==> config.mk <==
export PLATFORM = sky130hd
export DESIGN_NAME = hex_display_sched
export DESIGN_NICKNAME = d
export VERILOG_FILES = /design/src/rtl/hex_sched_pkg.sv /design/src/rtl/hex_display_sched_rr_next_valid.sv /design/src/rtl/hex_display_sched.sv
export SDC_FILE = /design/constraint.sdc
export NUM_CORES = 1
export LEC_CHECK = 0
export CAP_MARGIN = 20
export CORE_UTILIZATION = 60
export DETAILED_ROUTE_END_ITERATION = 16
export DONT_BUFFER_PORTS = 1
export PLACE_DENSITY = 0.79
export SLEW_MARGIN = 5
export SYNTH_ARGS = -nofsm -noshare
export SYNTH_HDL_FRONTEND = slang
export SYNTH_SLANG_ARGS = --single-unit
export TNS_END_PERCENT = 1
==> constraint.sdc <==
create_clock -name clk -period 5 [get_ports clk]
set_clock_uncertainty 0.2 [all_clocks]
set_input_delay 1.5 -clock clk [delete_from_list [all_inputs] [get_ports clk]]
set_output_delay 1.5 -clock clk [all_outputs]
set_load 0.01 [all_outputs]
==> src/rtl/hex_sched_pkg.sv <==
// Shared types and helpers for the hex display scheduler.
//   state_t    : scheduler FSM states (IDLE, SHOW, OVR)
//   HEX_BLANK  : value driven to the display when nothing is shown
//   calc_src_w : width of a source index, never less than one bit
package hex_sched_pkg;

  typedef enum logic [1:0] {
    IDLE,
    SHOW,
    OVR
  } state_t;

  localparam logic [15:0] HEX_BLANK = 16'h0000;

  function automatic int calc_src_w(input int n);
    return (n <= 2) ? 1 : $clog2(n);
  endfunction

endpackage

==> src/rtl/hex_display_sched_rr_next_valid.sv <==
// Round-robin search over a valid vector.
//   valid     : per-source valid bits
//   start     : search origin; the result lies strictly after it, wrapping
//   next_idx  : first valid index after start (start itself if none)
//   any_valid : high when at least one bit of valid is set
// An "at or after X" search is obtained by passing start = X-1 mod NUM_SRC.
module rr_next_valid
  import hex_sched_pkg::*;
#(
  parameter int NUM_SRC = 4,
  parameter int SRC_W   = calc_src_w(NUM_SRC)
) (
  input  logic [NUM_SRC-1:0] valid,
  input  logic [SRC_W-1:0]   start,
  output logic [SRC_W-1:0]   next_idx,
  output logic               any_valid
);

  // Walk offsets from farthest to nearest so the nearest valid hit wins.
  always_comb begin
    next_idx  = start;
    any_valid = 1'b0;
    for (int k = NUM_SRC; k >= 1; k--) begin
      if (valid[(int'(start) + k) % NUM_SRC]) begin
        next_idx  = SRC_W'((int'(start) + k) % NUM_SRC);
        any_valid = 1'b1;
      end
    end
  end

endmodule

==> src/rtl/hex_display_sched.sv <==
// Shares one four-digit hex display between NUM_SRC 16-bit status sources.
//   clk, reset  : clock and asynchronous active-high reset
//   src_data    : packed sources, source i at bits [16*i+15:16*i]
//   src_valid   : per-source valid; invalid sources are skipped
//   auto_en     : 1 = timed round-robin, 0 = manual selection by page_sel
//   page_sel    : manual source index
//   ovr_req     : override request (level)
//   ovr_data    : override value, latched when the request is accepted
//   ovr_ack     : one-cycle pulse marking an accepted override
//   hex_data    : registered display value
//   cur_src     : index of the source currently selected
//   ovr_active  : high while the override value is displayed
module hex_display_sched
  import hex_sched_pkg::*;
#(
  parameter int NUM_SRC      = 4,
  parameter int DWELL_CYCLES = 50000000,
  parameter int HOLD_CYCLES  = 100000000,
  parameter int SRC_W        = calc_src_w(NUM_SRC)
) (
  input  logic                   clk,
  input  logic                   reset,
  input  logic [16*NUM_SRC-1:0]  src_data,
  input  logic [NUM_SRC-1:0]     src_valid,
  input  logic                   auto_en,
  input  logic [SRC_W-1:0]       page_sel,
  input  logic                   ovr_req,
  input  logic [15:0]            ovr_data,
  output logic                   ovr_ack,
  output logic [15:0]            hex_data,
  output logic [SRC_W-1:0]       cur_src,
  output logic                   ovr_active
);

  localparam int CNT_MAX = (DWELL_CYCLES > HOLD_CYCLES) ? DWELL_CYCLES : HOLD_CYCLES;
  localparam int CNT_W   = $clog2(CNT_MAX);
  localparam logic [CNT_W-1:0] DWELL_LAST = CNT_W'(DWELL_CYCLES - 1);
  localparam logic [CNT_W-1:0] HOLD_LAST  = CNT_W'(HOLD_CYCLES - 1);
  localparam logic [SRC_W-1:0] LAST_IDX   = SRC_W'(NUM_SRC - 1);

  state_t           state, state_nxt;
  logic [SRC_W-1:0] cur_src_nxt;
  logic [CNT_W-1:0] dwell_cnt, dwell_nxt;
  logic [CNT_W-1:0] hold_cnt, hold_nxt;
  logic [15:0]      ovr_val, ovr_val_nxt;
  logic [15:0]      hex_nxt;
  logic             ack_nxt;

  logic [SRC_W-1:0] cur_prev, rr_start, rr_next;
  logic             any_valid;
  logic             page_in_range, page_ok;
  state_t           idle_state;
  logic [SRC_W-1:0] idle_src;

  // With a power-of-two source count every page_sel value is a real source.
  if ((1 << SRC_W) == NUM_SRC) begin : g_page_full
    assign page_in_range = 1'b1;
  end else begin : g_page_part
    assign page_in_range = (page_sel <= LAST_IDX);
  end

  assign page_ok  = page_in_range && src_valid[page_sel];
  assign cur_prev = (cur_src == '0) ? LAST_IDX : cur_src - 1'b1;

  // In SHOW we need the source strictly after cur_src; everywhere else the
  // lowest valid source at or after it. When cur_src has just gone invalid
  // the two searches coincide, so SHOW can reuse the strictly-after result.
  assign rr_start = (state == SHOW) ? cur_src : cur_prev;

  rr_next_valid #(
    .NUM_SRC (NUM_SRC),
    .SRC_W   (SRC_W)
  ) u_rr (
    .valid     (src_valid),
    .start     (rr_start),
    .next_idx  (rr_next),
    .any_valid (any_valid)
  );

  // Where the display settles when (re)entering from no source, from a lost
  // source, on any manual-mode cycle or when an override expires.
  always_comb begin
    idle_state = IDLE;
    idle_src   = cur_src;
    if (auto_en) begin
      if (any_valid) begin
        idle_state = SHOW;
        idle_src   = rr_next;
      end
    end else if (page_ok) begin
      idle_state = SHOW;
      idle_src   = page_sel;
    end
  end

  // Next-state logic. An override request beats everything, including a
  // dwell expiry on the same cycle, so cur_src does not advance then.
  always_comb begin
    state_nxt   = state;
    cur_src_nxt = cur_src;
    dwell_nxt   = dwell_cnt;
    hold_nxt    = hold_cnt;
    ovr_val_nxt = ovr_val;
    ack_nxt     = 1'b0;

    if (ovr_req) begin
      state_nxt   = OVR;
      ovr_val_nxt = ovr_data;
      ack_nxt     = 1'b1;
      hold_nxt    = '0;
      dwell_nxt   = '0;
      if (state == OVR && !auto_en && page_in_range) begin
        cur_src_nxt = page_sel;
      end
    end else begin
      case (state)
        IDLE: begin
          state_nxt   = idle_state;
          cur_src_nxt = idle_src;
          dwell_nxt   = '0;
        end
        SHOW: begin
          if (!auto_en || !src_valid[cur_src]) begin
            state_nxt   = idle_state;
            cur_src_nxt = idle_src;
            dwell_nxt   = '0;
          end else if (dwell_cnt == DWELL_LAST) begin
            cur_src_nxt = rr_next;
            dwell_nxt   = '0;
          end else begin
            dwell_nxt = dwell_cnt + 1'b1;
          end
        end
        OVR: begin
          if (hold_cnt == HOLD_LAST) begin
            state_nxt   = idle_state;
            cur_src_nxt = idle_src;
            hold_nxt    = '0;
            dwell_nxt   = '0;
          end else begin
            hold_nxt = hold_cnt + 1'b1;
            if (!auto_en && page_in_range) begin
              cur_src_nxt = page_sel;
            end
          end
        end
        default: begin
          state_nxt = IDLE;
        end
      endcase
    end
  end

  // Display value is chosen from the next state so the register output
  // tracks the live source with a single cycle of latency.
  always_comb begin
    hex_nxt = HEX_BLANK;
    case (state_nxt)
      SHOW:    hex_nxt = src_data[{cur_src_nxt, 4'b0000} +: 16];
      OVR:     hex_nxt = ovr_val_nxt;
      default: hex_nxt = HEX_BLANK;
    endcase
  end

  // State and output registers.
  always_ff @(posedge clk or posedge reset) begin
    if (reset) begin
      state     <= IDLE;
      cur_src   <= '0;
      dwell_cnt <= '0;
      hold_cnt  <= '0;
      ovr_val   <= HEX_BLANK;
      ovr_ack   <= 1'b0;
      hex_data  <= HEX_BLANK;
    end else begin
      state     <= state_nxt;
      cur_src   <= cur_src_nxt;
      dwell_cnt <= dwell_nxt;
      hold_cnt  <= hold_nxt;
      ovr_val   <= ovr_val_nxt;
      ovr_ack   <= ack_nxt;
      hex_data  <= hex_nxt;
    end
  end

  assign ovr_active = (state == OVR);

endmodule

* Yosys cells after proc, flatten, opt, wreduce, memory -nomap -nowiden *
Cells that the tools add are included.
W data, S select, Z words.

word-level totals
  flip-flop bits (word level) = 91
  output and inout bits = 20

operators by class
  $add $sub $neg = 7
  order comparisons = 6
  equal/unequal tests = 7
  shifts and indexed selects = 1
  muxes and demuxes = 54
  bitwise gates (word level) = 4
  reductions and logical operators = 13

operator list
  operator                 count
  $mux W27                 7
  $pmux W27 S3             1
  $shiftx A64 B7 Y16       1
  $add A27 B1 Y27 const B  2
  $mux W2                  18
  $pmux W16 S2             1
  $eq A27 B26 Y1 const B   1
  $eq A27 B27 Y1 const B   1
  $mux W1                  18
  $lt A3 B4 Y1 const B     4
  $mux W16                 1
  $bmux W1 S2              6
  $pmux W2 S3              2
  $reduce_or A2 Y1         4
  $lt A2 B3 Y1 const B     2
  $add A2 B1 Y2 const B    2
  $add A2 B2 Y2 const B    2
  $and A1 B1 Y1 const A    4
  $eq A2 B1 Y1 const B     2
  $eq A2 B2 Y1 const B     2
  $logic_not A2 Y1         2
  $reduce_bool A4 Y1       1
  $ne A3 B2 Y1 const B     1
  $logic_not A1 Y1         2
  other kinds (5)          5

* Longest topological paths before layout *
Gate-level depths: netlist (run 1).

  depth after elaboration = 20
  mapped depth = 13
  depth with buffers taken out = 10

* Cells and area by module *
A second synthesis (run 1) with hierarchy kept.

unflattened totals
  cells, all modules = 566
  area total of the unflattened synthesis = 5273.8 µm²

modules (own cells, without submodules)
  module             times used  cells each  area each (µm²)  seq. area each (µm²)
  hex_display_sched  1           552         5191.2           2277.2
  rr_next_valid      1           14          82.6             0.0

* Worst setup path before layout (run 1) *
Ideal clock, no wire load.

  path type = input-to-reg
  start point = input ovr_req
  end point = register hex_data[0]
  arrival time = 3.597 ns
  slack = 1.118 ns
  stages = 9
  buffers on the path = 4
  cells stage by stage = clkbuf_1 > clkbuf_1 > or2_2 > ha_1 > nor2b_1 > buf_4 > dlygate4sd3_1 > nand2_1 > o221ai_2

on the way
  word-level cells in the longest chain between the ends = 3
  elaborated cells on any way between the ends = 7

ends and longest elaborated chain
  item                                          RTL line                  source
  from (decl)                                   hex_display_sched.sv:27   input logic ovr_req,
  $mux W2 *                                     hex_display_sched.sv:106  if (ovr_req) begin
  via state_nxt[1]                              hex_display_sched.sv:41   state_t state, state_nxt;
  $eq A2 B2 Y1 or $eq A2 B1 Y1 (tied branches)  hex_display_sched.sv:158  case (state_nxt)
  $pmux W16 S2 *                                hex_display_sched.sv:158
  via hex_nxt[0]                                hex_display_sched.sv:46   logic [15:0] hex_nxt;
  to (signal assigned)                          hex_display_sched.sv:182  hex_data <= hex_nxt;
  to (decl)                                     hex_display_sched.sv:30   output logic [15:0] hex_data,

The timed path passes the listed nets; every way through them passes the cells marked *.
A chain may end at the register's enable or synchronous reset.

* Worst setup path in the final report (run 1) *
  start point = register cur_src[0]
  end point = register hex_data[12]

on the way
  word-level cells in the longest chain between the ends = 18
  elaborated cells on any way between the ends = 52

ends and longest elaborated chain
  item                                               RTL line                                                                      source
  from (decl)                                        hex_display_sched.sv:31                                                       output logic [SRC_W-1:0] cur_src,
  from (signal assigned)                             hex_display_sched.sv:177                                                      cur_src <= cur_src_nxt;
  $sub A2 B1 Y2 or $logic_not A2 Y1 (tied branches)  hex_display_sched.sv:63                                                       assign cur_prev = (cur_src == '0) ? LAST_IDX : cur_src - 1'b1;
  $mux W2                                            hex_display_sched.sv:63
  $mux W2                                            hex_display_sched.sv:68                                                       assign rr_start = (state == SHOW) ? cur_src : cur_prev;
  $add A2 B1 Y2                                      hex_display_sched_rr_next_valid.sv:24, hex_display_sched_rr_next_valid.sv:25
  $bmux W1 S2                                        hex_display_sched_rr_next_valid.sv:24                                         if (valid[(int'(start) + k) % NUM_SRC]) begin
  $mux W1 (implied by the code) (2 in series)        hex_display_sched_rr_next_valid.sv:24
  $mux W2 or $mux W1 (tied branches) (4 in series)   hex_display_sched_rr_next_valid.sv:24
  $mux W2 or $mux W1 (tied branches)                 hex_display_sched.sv:86                                                       if (any_valid) begin
  $mux W2 or $mux W1 (tied branches)                 hex_display_sched.sv:85                                                       if (auto_en) begin
  $mux W2, on equally long branches                  hex_display_sched.sv:135, hex_display_sched.sv:123
  $pmux W2 S3                                        hex_display_sched.sv:116                                                      case (state)
  $mux W2                                            hex_display_sched.sv:106
  $shiftx A64 B7 Y16 (tied with other cells)         hex_display_sched.sv:159                                                      SHOW: hex_nxt = src_data[{cur_src_nxt, 4'b0000} +: 16];
  $pmux W16 S2 *                                     hex_display_sched.sv:158
  via hex_nxt[12]                                    hex_display_sched.sv:46

The timed path passes the listed nets; every way through them passes the cells marked *. The select of a mux whose other input is x is not followed.

==> results of run 1 <==
[final timing paths]
| kind | from | to | slack [ns] | depth (start not counted) |
|---|---|---|---|---|
| min in group asynchronous | reset | dwell_cnt[22] | 0.79 | 1 |
| max in group asynchronous | reset | hold_cnt[21] | 2.90 | 2 |
| max | cur_src[0] | hex_data[12] | 1.19 | 10 |
| min reg2reg | ovr_val[0] | ovr_val[0] | 0.31 | 1 |
| max reg2reg | cur_src[0] | hex_data[12] | 1.19 | 10 |
| min | ovr_val[0] | ovr_val[0] | 0.31 | 1 |
[synth_stat cells, drive strengths merged (3+ instances only)]
library cell / instances / area, um2
xnor2: 6 / 52.6
o22ai: 4 / 25.0
buf: 10 / 114
or3: 4 / 30.0
and4: 3 / 27.5
xor2: 20 / 175
nand2b: 7 / 43.8
nor2: 46 / 175
nand4: 16 / 113
ha: 5 / 62.6
dfrtp: 91 / 2280
a21o: 3 / 22.5
nand3b: 4 / 42.5
clkbuf: 15 / 76.3
a31oi: 3 / 33.8
mux2: 19 / 221
nor2b: 5 / 31.3
nor4b: 3 / 26.3
o41ai: 3 / 45.1
a21oi: 11 / 66.3
mux2i: 35 / 350
nor3: 12 / 65.1
o31ai: 10 / 85.1
o221ai: 16 / 240
nor4: 8 / 86.3
a211oi: 3 / 22.5
and3: 6 / 38.8
nand3: 19 / 100
inv: 14 / 52.6
nand2: 68 / 255
and2: 4 / 25.0
a311oi: 3 / 26.3
o21ai: 48 / 240
[cell usage in the layout, fill, tap and decap left out, types with 3 or more instances in the layout]
cell and instances:
sky130_fd_sc_hd__a211oi_1 3, sky130_fd_sc_hd__a21o_1 3, sky130_fd_sc_hd__a21oi_1 10, sky130_fd_sc_hd__a311oi_1 3
sky130_fd_sc_hd__and2_1 4, sky130_fd_sc_hd__and3_1 5, sky130_fd_sc_hd__buf_4 9, sky130_fd_sc_hd__clkbuf_8 9
sky130_fd_sc_hd__dfrtp_1 91, sky130_fd_sc_hd__ha_1 5, sky130_fd_sc_hd__inv_1 13, sky130_fd_sc_hd__mux2_2 17
sky130_fd_sc_hd__mux2i_1 35, sky130_fd_sc_hd__nand2_1 68, sky130_fd_sc_hd__nand2b_1 7, sky130_fd_sc_hd__nand3_1 18
sky130_fd_sc_hd__nand3b_1 3, sky130_fd_sc_hd__nand4_1 14, sky130_fd_sc_hd__nor2_1 45, sky130_fd_sc_hd__nor2b_1 5
sky130_fd_sc_hd__nor3_1 11, sky130_fd_sc_hd__nor4_1 5, sky130_fd_sc_hd__nor4b_1 3, sky130_fd_sc_hd__o21ai_0 47
sky130_fd_sc_hd__o221ai_2 16, sky130_fd_sc_hd__o22ai_1 4, sky130_fd_sc_hd__o31ai_1 8, sky130_fd_sc_hd__or3_1 3
sky130_fd_sc_hd__xnor2_1 6, sky130_fd_sc_hd__xor2_1 20
[routing by layer]
layer | up-vias | part of all wire | routed length (um)
li1 | 1975 | - | -
met1 | 2070 | 0.43 | 5110
met2 | 112 | 0.50 | 5940
met3 | 23 | 0.051 | 612
met4 | 0 | 0.021 | 255
met5 | - | 0 | 0
[logic make-up after synthesis]
kind of cell | Yosys count
flip-flops | 91
multiplexers | 54
XOR/XNOR | 26
AO/OA/AOI/OAI | 115
buffers and inverters | 40
AND/OR/NAND/NOR | 216
adder cells (fa/ha/maj) | 5
[through the flow]
| stage | setup WS [ns] | total power, mW | hold WS [ns] | area [um2] |
|---|---|---|---|---|
| after floorplan | 0.936 | 0.982 | 0.265 | 5460 |
| after global placement | 1.09 | 0.994 | 0.281 | 5460 |
| after detailed placement | 0.905 | 1.00 | 0.286 | 5460 |
| after CTS | 1.25 | 1.55 | 0.305 | 5690 |
| after global routing | 0.956 | 1.61 | 0.319 | 5690 |
| final | 1.19 | 1.55 | 0.306 | 5690 |
[critical path, cell delays in order (launching register included)]
cell and delay (ns):
sky130_fd_sc_hd__dfrtp_1 0.66, sky130_fd_sc_hd__inv_1 0.21, sky130_fd_sc_hd__ha_1 0.36, sky130_fd_sc_hd__mux2_4 0.31, sky130_fd_sc_hd__o21ai_0 0.26, sky130_fd_sc_hd__nand4b_1 0.14, sky130_fd_sc_hd__and3b_2 0.23, sky130_fd_sc_hd__a21oi_4 0.32
sky130_fd_sc_hd__buf_4 0.48, sky130_fd_sc_hd__mux2i_1 0.36, sky130_fd_sc_hd__o221ai_2 0.14
[power groups by stage]
stage | Combinational, mW | Sequential [mW] | Clock [mW]
after floorplan | 0.183 | 0.799 | 0
after global placement | 0.185 | 0.810 | 0
after detailed placement | 0.194 | 0.811 | 0
after CTS | 0.195 | 0.796 | 0.563
after global routing | 0.214 | 0.800 | 0.594
final | 0.194 | 0.796 | 0.555
[state kept, by name, summed over array words and instances (netlist names)]
name,count
ovr_ack,1
cur_src,2
hex_data,16
ovr_val,16
dwell_cnt,27
hold_cnt,27
state,2
[final cells by class]
class	count	area (um2)
timing repair buffer	9	67.6
clock inverter	7	98.8
inverter	14	53.8
multi-input combinational	416	2930
sequential	91	2280
fill	670	3080
tap	108	135
clock buffer	9	124
==> results.cfg, run 1 <==
[critical_path]
worst_endpoint_data_arrival_time_ns = 3.84
required_ns = 5.03
cp-end-kind = flip-flop
timing.setup.critical_path_class = reg2reg
critical_path.max_fanout = 28
startpoint_type = flip-flop

[floorplanning]
height_of_the_chip_um = 97.4
initial_core_utilization = 0.623
standard_cell_core_area_um2 = 8760
die_width_um = 97.4
fp-row-count = 34
die_ar_um2 = 9480
pin_count = 110

[job]
maxCapViolations = 0

[synth]
dominant_combinational_cell_family_by_area_after_synthesis = simple AND/OR/NAND/NOR gates
post_synth_instance_area_um2 = 5460
proportion_of_synthesized_chip_area_in_sequential_cells = 0.417
synth-compound-area-share = 0.166
number_of_unique_standard_cell_types_used_by_synthesis = 75
synth_seq_cells = 91
number_of_instances_in_the_synthesized_netlist = 547
postSynth.asyncResetShare = 1.00
synthesis.area_per_instance_um2 = 9.98
synth_xor_xnor_area_share = 0.0417
synth_warnings = 0
synth_simple_gate_area_frac = 0.212
synth_fp_nets = 642
synth_fa_ha_area_frac = 0.0115
synth_edf_count = 0
dominantRegCellSynth = sky130_fd_sc_hd__dfrtp_1
post_synth_mux_area_share = 0.105

[final_layout]
drive_above_1_share = 0.156
antenna-diode-count = 0
layout.core_utilization = 0.649
area.growth.synth_to_final_pct = 4.15
design.final.nets = 636
layout.cells.non_filler = 654

[pwr]
power.static_leakage_nw = 2.41
seq_power_share = 0.515
p_switching_mw = 0.409
sw_frac_of_total = 0.265
part_of_the_power_in_the_clock_network = 0.359
p_int_mw = 1.14
power_density_nw_per_um2 = 272
pwr-share-comb = 0.125
ir_worst_vdd_mv = 0.213

[timing]
layout_worst_path_cycle_share = 0.761
rsz0062_at_grt = false
worstMarginPinSlew_ns = 0.786
max_slew_violation_total_from_the_final_report = 0
setup_violations = 0
maxSlewHeadroom = 0.476
fmax_mhz = 263
fin_setup_tns_ns = 0
final-hold-violation-count = 0
minimum_clock_period_ns = 3.81

[placed_design]
gpl_congestion = 0.854
dp_cells = 638
place.detailed.hpwl_mm = 8.59
placement.io_buffers = 0

[clock_tree]
clk_root_buffer_cell = sky130_fd_sc_hd__clkbuf_8
numCtsBuffers = 9
max_buffers_root_to_sink = 2
clock_tree.htree_level_count = 3
clk_pin_slew_worst_paths_ns = 0.09
holdBufCountCts = 0
postCtsResizedCells = 0
tritoncts = built
cts.repair_timing.setup_buffer_count = 0
clkSinkCount = 91
clk_latency_ns = 0.36

[route]
final_routed_drc_violation_total = 0
drt_first_iter_violations = 248
postRouteAntennaNets = 0
routed_wirelength_mm = 11.9
routed_via_count = 4180
drt_pass1_iterations = 5
vias_per_cell = 6.39
wl_per_cell_um = 18.2

[global_routing]
wire_length_of_the_first_global_routing_pass_mm = 19.9
first_global_vias = 4084
global_route.peak_usage_layer = met2
globalRoute.totalOverflow = 0
grtUsageMet1 = 0.345
grt_start_max_net_pins = 43
gr-usage-all-layers = 0.261
number_of_antenna_violations_at_the_first_check_in_global_routing = 0
global_route.usage.met3 = 0.0604
gr-usage-met2 = 0.417

[min_path]
min_path_type = reg2reg

[run_status]
status = finished clean
No activity file was read; power rests on OpenSTA's default activity.
==> inputs of run 2 (changes only) <==
--- a/config.mk
+++ b/config.mk
@@ -6,7 +6,7 @@
 export NUM_CORES = 1
 export LEC_CHECK = 0
 export CAP_MARGIN = 20
-export CORE_UTILIZATION = 60
+export CORE_UTILIZATION = 58
 export DETAILED_ROUTE_END_ITERATION = 16
 export DONT_BUFFER_PORTS = 1
 export PLACE_DENSITY = 0.79
==> constraint.sdc (replaced) <==
create_clock -name clk -period 3.5 [get_ports clk]
set_clock_uncertainty 0.2 [all_clocks]
set_input_delay 1.05 -clock clk [delete_from_list [all_inputs] [get_ports clk]]
set_output_delay 1.05 -clock clk [all_outputs]
set_load 0.01 [all_outputs]
==> results.cfg, run 2 (synthesis gave the netlist of run 1 again) <==
[run_status]
status = finished clean

[placed_design]
placement.io_buffers = 0
place.detailed.hpwl_mm = 8.98
gpl_congestion = 0.827
dp_cells = 647

[route]
wl_per_cell_um = 18.6
routed_wirelength_mm = 12.3
final_routed_drc_violation_total = 0
vias_per_cell = 6.41
postRouteAntennaNets = 0
drt_pass1_iterations = 5
routed_via_count = 4252
drt_first_iter_violations = 262

[timing]
rsz0062_at_grt = false
setup_violations = 0
final-hold-violation-count = 0
maxSlewHeadroom = 0.505
layout_worst_path_cycle_share = 0.929
fmax_mhz = 308
worstMarginPinSlew_ns = 0.743
max_slew_violation_total_from_the_final_report = 0
fin_setup_tns_ns = 0
minimum_clock_period_ns = 3.25

[clock_tree]
cts.repair_timing.setup_buffer_count = 0
tritoncts = built
clock_tree.htree_level_count = 3
numCtsBuffers = 9
clkSinkCount = 91
postCtsResizedCells = 0
max_buffers_root_to_sink = 2
clk_pin_slew_worst_paths_ns = 0.10
holdBufCountCts = 0
clk_latency_ns = 0.36
clk_root_buffer_cell = sky130_fd_sc_hd__clkbuf_8

[floorplanning]
die_width_um = 99.0
initial_core_utilization = 0.594
die_ar_um2 = 9800
standard_cell_core_area_um2 = 9200
height_of_the_chip_um = 99.0
fp-row-count = 35
pin_count = 110

[critical_path]
cp-end-kind = flip-flop
timing.setup.critical_path_class = reg2reg
critical_path.max_fanout = 16
startpoint = hold_cnt[0]
worst_endpoint_data_arrival_time_ns = 3.33
startpoint_type = flip-flop
required_ns = 3.57
reg2reg_from = hold_cnt[0]

[final_layout]
layout_commonest_cell = sky130_fd_sc_hd__dfrtp_1
layout_top_registers = dwell_cnt: 27 flops, hold_cnt: 27 flops
drive_above_1_share = 0.165
design.final.nets = 642
layout.cells.most_common_list = 91 x sky130_fd_sc_hd__dfrtp_1, 68 x sky130_fd_sc_hd__nand2_1, 47 x sky130_fd_sc_hd__o21ai_0
layout.cells.non_filler = 663
area.growth.synth_to_final_pct = 5.02
antenna-diode-count = 0

[global_routing]
wire_length_of_the_first_global_routing_pass_mm = 20.5
gr-usage-all-layers = 0.264
global_route.peak_usage_layer = met2
globalRoute.totalOverflow = 0
first_global_vias = 4237
grt_start_max_net_pins = 49
gr-usage-met2 = 0.437
grtUsageMet1 = 0.350
global_route.usage.met3 = 0.0574
number_of_antenna_violations_at_the_first_check_in_global_routing = 0

[min_path]
worstHoldStart = ovr_val[14]
min_path_type = reg2reg

[pwr]
p_int_mw = 1.52
pwr-share-comb = 0.141
p_switching_mw = 0.606
part_of_the_power_in_the_clock_network = 0.329
ir_worst_vdd_mv = 0.308
sw_frac_of_total = 0.285
power_density_nw_per_um2 = 371
seq_power_share = 0.530
power.static_leakage_nw = 2.43

[job]
maxCapViolations = 0
[run 2: final cells by class]
cell class,count,area [um2]
inverters,14,56.3
repair buffers,15,138
clock buffers,10,138
flip-flops and latches,91,2280
multi-input cells,416,2930
fillers,725,3460
well taps,111,139
clock inverters,6,56.3
[run 2: worst max-delay path: stages, from the launching register on]
cell,delay (ns)
sky130_fd_sc_hd__dfrtp_1,0.44
sky130_fd_sc_hd__ha_1,0.26
sky130_fd_sc_hd__nand4_1,0.15
sky130_fd_sc_hd__or2_4,0.30
sky130_fd_sc_hd__nor3_1,0.30
sky130_fd_sc_hd__nor2_1,0.10
sky130_fd_sc_hd__or2_2,0.30
sky130_fd_sc_hd__ha_1,0.31
sky130_fd_sc_hd__or3b_1,0.38
sky130_fd_sc_hd__buf_4,0.23
sky130_fd_sc_hd__o221ai_2,0.16
[run 2: through the flow]
| stage | setup slack, ns | util | total power, mW | hold slack [ns] | instance area, um2 |
|---|---|---|---|---|---|
| global placement | 0.345 | 0.602 | 1.43 | 0.281 | 5540 |
| floorplan | 0.0675 | - | 1.40 | 0.265 | 5460 |
| finish | 0.249 | 0.623 | 2.13 | 0.304 | 5730 |
| CTS | 0.247 | 0.623 | 2.14 | 0.308 | 5730 |
| detailed placement | 0.268 | 0.602 | 1.45 | 0.284 | 5540 |
| global route | 0.0314 | 0.623 | 2.21 | 0.331 | 5730 |
[run 2: routing by layer]
layer	up-vias	wire (um)	part of all wire
met5	-	0	0
met4	0	200	0.016
met3	19	640	0.052
met2	104	6350	0.51
met1	2134	5160	0.42
li1	1995	-	-
[run 2: worst paths after layout]
check	endpoint	slack (ns)	depth (start not counted)
max	hex_data[3]	0.25	10
min	ovr_val[14]	0.30	1
max reg2reg	hex_data[3]	0.25	10
min reg2reg	ovr_val[14]	0.30	1
max in group asynchronous	hold_cnt[16]	2.05	2
min in group asynchronous	dwell_cnt[22]	0.40	1
[run 2: power by group through the flow]
stage | logic (mW) | clock network (mW) | registers [mW]
3_5_place_dp | 0.300 | 0 | 1.15
5_1_grt | 0.328 | 0.756 | 1.13
2_1_floorplan | 0.261 | 0 | 1.14
4_1_cts | 0.301 | 0.711 | 1.13
3_3_place_gp | 0.288 | 0 | 1.15
6_report | 0.300 | 0.700 | 1.13
==> inputs of run 3 (changes only) <==
--- a/config.mk
+++ b/config.mk
@@ -6,6 +6,7 @@
 export NUM_CORES = 1
 export LEC_CHECK = 0
 export CAP_MARGIN = 20
+export CORE_ASPECT_RATIO = 1.25
 export CORE_UTILIZATION = 58
 export DETAILED_ROUTE_END_ITERATION = 16
 export DONT_BUFFER_PORTS = 1
@@ -14,4 +15,3 @@
 export SYNTH_ARGS = -nofsm -noshare
 export SYNTH_HDL_FRONTEND = slang
 export SYNTH_SLANG_ARGS = --single-unit
-export TNS_END_PERCENT = 1
==> results.cfg, run 3 (synthesis gave the netlist of run 1 again) <==
[placed_design]
place.detailed.hpwl_mm = 8.85
gpl_congestion = 0.868
placement.io_buffers = 0
dp_cells = 659
dpl_worst_slack_ns = 0.221

[critical_path]
startpoint = hold_cnt[0]
worst_endpoint_data_arrival_time_ns = 3.26
worst_r2r_endpoint = dwell_cnt[21]
worstSetupEndpoint = dwell_cnt[21]
cp-end-kind = flip-flop
startpoint_type = flip-flop
required_ns = 3.57
worst_r2r_path_depth = 9
ff2ff_setup_slack_ns = 0.31
timing.setup.critical_path_class = reg2reg
critical_path.max_fanout = 6
reg2reg_from = hold_cnt[0]

[clock_tree]
numCtsBuffers = 9
cts.repair_timing.setup_buffer_count = 0
clk_latency_ns = 0.35
max_buffers_root_to_sink = 2
postCtsResizedCells = 0
clkSinkCount = 91
clk_pin_slew_worst_paths_ns = 0.07
clk_root_buffer_cell = sky130_fd_sc_hd__clkbuf_16
clock_tree.htree_level_count = 3
tritoncts = built
holdBufCountCts = 0

[route]
routed_wirelength_mm = 12.5
routed_via_count = 4284
wl_per_cell_um = 18.6
final_routed_drc_violation_total = 0
drt_first_iter_violations = 403
postRouteAntennaNets = 0
vias_per_cell = 6.35
drt_pass1_iterations = 5

[final_layout]
sequential_cell_area_um2 = 2280
design.final.nets = 642
n_fill_cell = 727
layout_top_registers = dwell_cnt: 27 flops, hold_cnt: 27 flops
layout.core_utilization = 0.641
drive_above_1_share = 0.167
multi_input_comb_area_um2 = 2930
layout.cells.most_common_list = 91 x sky130_fd_sc_hd__dfrtp_1, 68 x sky130_fd_sc_hd__nand2_1, 47 x sky130_fd_sc_hd__o21ai_0
area.growth.synth_to_final_pct = 7.22
layout_commonest_cell = sky130_fd_sc_hd__dfrtp_1
antenna-diode-count = 0
layout.cells.non_filler = 675

[timing]
max_slew_violation_total_from_the_final_report = 0
worstMarginPinSlew_ns = 0.727
layout_worst_path_cycle_share = 0.911
fmax_mhz = 314
rsz0062_at_grt = false
fin_setup_tns_ns = 0
setup_violations = 0
timing.final.ws_setup_ns = 0.313
maxSlewHeadroom = 0.516
minimum_clock_period_ns = 3.19
final-hold-violation-count = 0

[pwr]
p_total_mw = 2.39
pwr-share-comb = 0.125
part_of_the_power_in_the_clock_network = 0.404
sw_frac_of_total = 0.271
power_density_nw_per_um2 = 408
power.static_leakage_nw = 2.47
seq_power_share = 0.471
ir_worst_vdd_mv = 0.293
p_switching_mw = 0.648
p_int_mw = 1.74

[floorplanning]
initial_core_utilization = 0.598
height_of_the_chip_um = 110
die_ar_um2 = 9810
die_width_um = 88.8
pin_count = 110
fp-row-count = 39
standard_cell_core_area_um2 = 9130

[global_routing]
grt_start_max_net_pins = 58
number_of_antenna_violations_at_the_first_check_in_global_routing = 0
first_global_vias = 4399
gr-usage-all-layers = 0.277
wire_length_of_the_first_global_routing_pass_mm = 21.1
globalRoute.totalOverflow = 0

[min_path]
worstHoldStart = ovr_val[4]
min_path_type = reg2reg

[run_status]
status = finished clean

[job]
maxCapViolations = 0
-- run 3: cell count changes in the layout (fill, tap and decap cells not counted), sizes merged --
cell and change:
clkinv -1, clkinvlp +1
-- run 3: worst min path at each step --
| stage | end | slack [ns] | cells past startpoint |
|---|---|---|---|
| 2_1_floorplan | hold_cnt[26] | 0.27 | 1 |
| 3_3_place_gp | ovr_val[13] | 0.28 | 1 |
| 3_5_place_dp | ovr_val[15] | 0.29 | 1 |
| 4_1_cts | ovr_val[15] | 0.30 | 1 |
| 5_1_grt | ovr_val[10] | 0.32 | 1 |
| 6_report | ovr_val[4] | 0.30 | 1 |
-- run 3: critical path: stages, from the launching register on --
cell                      delay (ns)
sky130_fd_sc_hd__dfrtp_1        0.42
sky130_fd_sc_hd__ha_1           0.26
sky130_fd_sc_hd__nand4_1        0.14
sky130_fd_sc_hd__or2_4          0.30
sky130_fd_sc_hd__o41ai_4        0.47
sky130_fd_sc_hd__nor2_1         0.21
sky130_fd_sc_hd__nor4_2         0.63
sky130_fd_sc_hd__nand3_1        0.19
sky130_fd_sc_hd__xor2_1         0.18
sky130_fd_sc_hd__nor2_1         0.12
-- run 3: per-stage QoR --
stage	cell area, um2	hold slack [ns]
CTS	5850	0.302
global placement	5550	0.281
detailed placement	5550	0.285
global route	5850	0.321
finish	5850	0.299
floorplan	5460	0.265
-- run 3: metal layers --
metal / up-vias / global-route usage / wire length (um)
li1: 1994 / - / -
met5: - / 0 / 0
met4: 0 / 0.118 / 384
met3: 33 / 0.0404 / 448
met1: 2146 / 0.348 / 5040
met2: 111 / 0.465 / 6670
-- run 3: power groups by stage --
stage	clock, mW	combinational, mW	sequential [mW]
after detailed placement	0	0.298	1.15
after global routing	1.01	0.329	1.13
after floorplan	0	0.261	1.14
final	0.967	0.299	1.13
after global placement	0	0.289	1.14
after CTS	0.972	0.299	1.13
-- run 3: area by class of cell --
class / instances / share of cell area
multi-input combinational: 416 / 0.501
timing repair buffer: 15 / 0.0235
sequential: 91 / 0.389
clock inverter: 6 / 0.00941
inverter: 14 / 0.00962
clock buffer: 10 / 0.0408
tap: 123 / 0.0263
